===== src/rtl/msdap_mem_pkg.sv =====
// msdap_mem_pkg: shared word-memory constants and loader FSM state type
package msdap_mem_pkg;
  localparam int DATA_W    = 16;
  localparam int ADDR_W    = 16;
  localparam int MEM_DEPTH = 1024;
  localparam int CNT_W     = $clog2(MEM_DEPTH + 1);
  typedef enum logic [1:0] {IDLE, WAIT_FRAME, SHIFT, DONE} loader_state_t;
endpackage


===== src/rtl/serial_mem_loader_sipo.sv =====
// sipo_word: MSB-first serial-to-parallel word shifter with bit counter
module sipo_word #(
  parameter int DATA_W = 16
) (
  input  logic              clk,
  input  logic              reset_n,
  input  logic              clr,
  input  logic              shift_en,
  input  logic              din,
  output logic [DATA_W-1:0] word,
  output logic              word_valid
);
  localparam int BC_W = $clog2(DATA_W + 1);
  logic [DATA_W-1:0] sr_q;
  logic [BC_W-1:0]   cnt_q;
  // clr together with shift_en restarts the count on the bit being shifted in
  always_ff @(posedge clk or negedge reset_n) begin
    if (!reset_n) begin
      sr_q  <= '0;
      cnt_q <= '0;
    end else begin
      if (shift_en) sr_q <= {sr_q[DATA_W-2:0], din};
      cnt_q <= clr ? BC_W'(shift_en) : (shift_en ? cnt_q + BC_W'(1) : cnt_q);
    end
  end
  assign word       = sr_q;
  assign word_valid = (cnt_q == BC_W'(DATA_W));
endmodule


===== src/rtl/serial_mem_loader.sv =====
// serial_mem_loader: deserialises framed serial words and writes a block into word memory
module serial_mem_loader #(
  parameter int DATA_W     = msdap_mem_pkg::DATA_W,
  parameter int ADDR_W     = msdap_mem_pkg::ADDR_W,
  parameter int BASE_ADDR  = 0,
  parameter int LOAD_WORDS = 512
) (
  input  logic              clk,
  input  logic              reset_n,
  input  logic              start,
  input  logic              sdata_in,
  input  logic              frame,
  output logic              mem_we,
  output logic [ADDR_W-1:0] mem_addr,
  output logic [DATA_W-1:0] mem_wdata,
  output logic              busy,
  output logic              done,
  output logic              frame_err
);
  import msdap_mem_pkg::*;

  if (LOAD_WORDS < 1 || BASE_ADDR < 0 || BASE_ADDR + LOAD_WORDS > MEM_DEPTH || DATA_W < 2)
  begin : g_bad_params
    $error("serial_mem_loader: illegal BASE_ADDR/LOAD_WORDS/DATA_W combination");
  end

  loader_state_t     state_q;
  logic [CNT_W-1:0]  word_cnt_q;
  logic              mem_we_q, busy_q, done_q, frame_err_q;
  logic [ADDR_W-1:0] mem_addr_q;
  logic [DATA_W-1:0] mem_wdata_q;
  logic [DATA_W-1:0] word;
  logic              word_valid, wr, last, new_msb, mid_err, shift_en, clr;

  // start overrides everything in its cycle, including a coincident frame
  always_comb begin
    wr       = !start && state_q == SHIFT && word_valid;
    last     = wr && word_cnt_q == CNT_W'(LOAD_WORDS - 1);
    mid_err  = !start && frame && state_q == SHIFT && !word_valid;
    new_msb  = !start && frame && (state_q == WAIT_FRAME || (state_q == SHIFT && !last));
    shift_en = new_msb || (!start && state_q == SHIFT && !word_valid);
    clr      = start || new_msb || wr;
  end

  sipo_word #(.DATA_W(DATA_W)) u_sipo (
    .clk        (clk),
    .reset_n    (reset_n),
    .clr        (clr),
    .shift_en   (shift_en),
    .din        (sdata_in),
    .word       (word),
    .word_valid (word_valid)
  );

  always_ff @(posedge clk or negedge reset_n) begin
    if (!reset_n) begin
      state_q     <= IDLE;
      word_cnt_q  <= '0;
      mem_we_q    <= 1'b0;
      mem_addr_q  <= ADDR_W'(BASE_ADDR);
      mem_wdata_q <= '0;
      busy_q      <= 1'b0;
      done_q      <= 1'b0;
      frame_err_q <= 1'b0;
    end else begin
      mem_we_q <= wr;
      if (wr) begin
        mem_addr_q  <= ADDR_W'(BASE_ADDR) + ADDR_W'(word_cnt_q);
        mem_wdata_q <= word;
        word_cnt_q  <= word_cnt_q + CNT_W'(1);
      end
      if (start) begin
        state_q     <= WAIT_FRAME;
        word_cnt_q  <= '0;
        frame_err_q <= 1'b0;
        done_q      <= 1'b0;
        busy_q      <= 1'b1;
      end else begin
        case (state_q)
          WAIT_FRAME: if (frame) state_q <= SHIFT;
          SHIFT: begin
            if (mid_err) frame_err_q <= 1'b1;
            else if (last) state_q <= DONE;
            else if (wr) state_q <= frame ? SHIFT : WAIT_FRAME;
          end
          DONE: begin
            busy_q <= 1'b0;
            done_q <= 1'b1;
          end
          default: ;
        endcase
      end
    end
  end

  assign mem_we    = mem_we_q;
  assign mem_addr  = mem_addr_q;
  assign mem_wdata = mem_wdata_q;
  assign busy      = busy_q;
  assign done      = done_q;
  assign frame_err = frame_err_q;
endmodule


===== config.mk =====
export PLATFORM = sky130hd
export DESIGN_NAME = serial_mem_loader
export DESIGN_NICKNAME = d
export VERILOG_FILES = /design/src/rtl/msdap_mem_pkg.sv /design/src/rtl/serial_mem_loader_sipo.sv /design/src/rtl/serial_mem_loader.sv
export SDC_FILE = /design/constraint.sdc
export NUM_CORES = 1
export LEC_CHECK = 0
export BUFFER_PORTS_ARGS = -buffer_cell sky130_fd_sc_hd__buf_2
export CORE_ASPECT_RATIO = 1.25
export CORE_UTILIZATION = 56
export CTS_CLUSTER_SIZE = 28
export DETAILED_ROUTE_END_ITERATION = 8
export GPL_ROUTABILITY_DRIVEN = 0
export MAX_ROUTING_LAYER = met4
export PLACE_DENSITY = 0.81
export SKIP_CTS_REPAIR_TIMING = 1
export SLEW_MARGIN = 0
export SYNTH_ARGS = -nofsm -noshare
export SYNTH_HDL_FRONTEND = slang
export SYNTH_SLANG_ARGS = --single-unit

===== constraint.sdc =====
create_clock -name clk -period 2.3 [get_ports clk]
set_input_delay 0.345 -clock clk [delete_from_list [all_inputs] [get_ports clk]]
set_output_delay 0.345 -clock clk [all_outputs]
set_load 0.005 [all_outputs]

==> reports/metrics.csv <==
stage,metric,value,unit
cts,root_buffer,clkbuf_8,
critical_path,rrSetupSlack,0.18,ns
critical_path,worstPathCellList,inv_1 > ha_1 > nand4bb_1 > nor4_4 > and2_4 > buf_4 > o21bai_1 > nor4_1,
timing,rsz0062_at_grt,false,
hold_path,min_path_type,input port to asynchronous set/reset pin,
placement,place_hpwl,3.41,mm
global_route,grt_max_degree,41,
final_layout,n_antenna_cell,0,
cts,numCtsBuffers,9,
timing,min_period_over_period,92.0,%
global_route,grt_pass1_vias,1753,
placement,dpl_cell_area,0.00310,sq mm
yosys,avgSynthCellArea,13.2,sq um
final_layout,area_delta_synth_final,15.8,%
timing,finalSetupViolCount,0,
critical_path,crit_type,register to register,
global_route,antenna_found_initial,0,
detailed_routing,drc_errors,0,
critical_path,arrival,2.35,ns
timing,finClkSkew,0.00594,ns
yosys,async_reset_ff_share,100,%
yosys,synthCells,213,
final_layout,fin_area,0.00327,sq mm
power_and_ir_drop,power_density,722,mW/mm^2
yosys,ys_seq_area_share,57.7,%
power_and_ir_drop,finalPower,2.36,mW
cts,tritoncts,done,
critical_path,cp_slowest_cell,dfrtp_1,
cts,clkTransAtPathRegs,0.06,ns
critical_path,r2r-start,u_sipo.cnt_q[0],
yosys,synth.area.top_cells,"dfrtp_1, mux2_2, xor2_1",
cts,h-tree-depth,3,
placement,dp_slack,-0.210,ns
yosys,ys_types,39,
detailed_routing,wl_per_cell,15.4,um
detailed_routing,drt_iter0_drc,78,
yosys,synth_top_cell_area_share,57.7,%
final_layout,drive_above_1_share,41.7,%
floorplanning,core_area,0.00480,sq mm
detailed_routing,totalWireLength,5.03,mm
cts,worstSkewPairLatency,0.34,ns
global_route,overflow,0,
timing,setup_tns,0,ns
floorplanning,fp.dieH,81.3,um
yosys,yosys_warnings,0,
timing,post-route-min-period,2.12,ns
floorplanning,start_util,58.7,%
run_status,status,"complete, no violations",
placement,port_buffers,35,
timing,worstMarginPinSlew,0.590,ns
final_layout,final_common_cell,dfrtp_1,
placement,dp_cells,312,
run,maxCapViolations,0,
cts,cts_max_path_buffers,2,
cts,cts_sinks,65,
yosys,yosys_register_bits,65,
final_layout,fin_util,68.0,%
timing,hold_viol,0,
critical_path,max_stage_delay,0.40,ns
timing,hold_ws,0.00911,ns
global_route,grt_usage,22.1,%
detailed_routing,drtPass1Iterations,4,
timing,finalWorstSetupSlack,0.184,ns
detailed_routing,via_per_inst,5.48,
floorplanning,rows,28,
yosys,synth_edf_count,0,
critical_path,timing.critical_path.from,u_sipo.cnt_q[0],
detailed_routing,antenna_left,0,
power_and_ir_drop,ir_drop,0.523,mV
floorplanning,die_x,65.5,um
timing,relSlewSlack,60.7,%
final_layout,final_cell_mix,"dfrtp_1, mux2_2, buf_2",
yosys,syn_area,0.00282,sq mm
floorplanning,die_area,0.00532,sq mm
critical_path,crit_path_end_kind,register,
power_and_ir_drop,leakage,1.68,nW
yosys,synthFlopType,dfrtp_1,
timing,max_freq,473,MHz
final_layout,stdcell_count,326,
critical_path,path_max_fanout,5,
final_layout,nFillCells,332,
final_layout,nNetsFinal,272,
yosys,yosysTopAreaCell,dfrtp_1,
floorplanning,boundaryPins,41,
detailed_routing,vias,1786,
timing,slew_violations,0,
critical_path,crit_required,2.53,ns
critical_path,crit_path_start_kind,register,
global_route,grt_pass1_wl,8.33,mm
## power breakdown
group	switching, mW	internal (mW)	leakage, nW
logic	0.104	0.130	0.717
clock network	0.376	0.401	0.0782
registers	0.0867	1.26	0.881
## metal layers
| layer | GRT usage [%] | up-vias | part of all wire (%) |
|---|---|---|---|
| met5 | - | - | 0 |
| li1 | - | 834 | - |
| met3 | 6.88 | 11 | 4.5 |
| met4 | 10.2 | 0 | 1.8 |
| met1 | 28.6 | 895 | 46 |
| met2 | 32.0 | 46 | 48 |
## state kept, by name, indices dropped and copies added, names as in the netlist
name,flops
u_sipo.cnt_q,5
word_cnt_q,11
u_sipo.word,16
done,1
busy,1
mem_wdata,16
state_q,2
mem_addr,11
frame_err,1
mem_we,1
## final timing paths
kind	end	cells past startpoint
min in group clk	u_sipo.word[0]	2
min	busy	1
max reg2reg	u_sipo.cnt_q[2]	8
max	u_sipo.cnt_q[2]	8
max in group asynchronous	u_sipo.word[4]	2
min reg2reg	busy	2
## cell families (layout without fill, tap and decap cells)
family                   count (synthesis)  after routing  share of synthesized area [%]
AND/OR/NAND/NOR                         53             53                           11.1
buffers and inverters                   18             67                           4.53
flip-flops                              65             65                           57.7
AO/OA/AOI/OAI                           16             16                           3.64
multiplexers                            44             44                           17.5
adder cells (fa/ha/maj)                  3              3                           1.33
XOR/XNOR                                13             13                           4.04
other                                    1              5                          0.133
## critical path: cells and delay by family, from the launching register on
kind | cells | cell delay (ns)
adders and majority gates | 1 | 0.16
and+or+nand+nor | 4 | 1.08
AOI/OAI and AO/OA | 1 | 0.16
DFF | 1 | 0.40
buffers and inverters | 2 | 0.21
## Yosys cell counts, types with 2 or more instances
master and number:
buf_4 7, a21oi_1 4, nor3_1 2, o21ai_0 4, nand4_1 2, nand2_1 13
nor4_1 4, and4_1 2, xor2_1 8, mux2_2 43, xnor2_1 5, o21bai_1 2
nor2_1 14, a211oi_1 2, inv_1 4, dfrtp_1 65, ha_1 3, buf_6 3
nor4_4 2, nand3_1 5
## area by class of cell
type,count,area (sq um),area share (%)
Clock buffer,12,145,4.44
Clock inverter,1,5.00,0.153
Inverter,4,15.0,0.460
Multi-Input combinational cell,134,1090,33.3
Sequential cell,65,1630,49.8
Tap cell,60,75.1,2.30
Timing Repair Buffer,50,313,9.58
(Power assumes the default switching activity.)
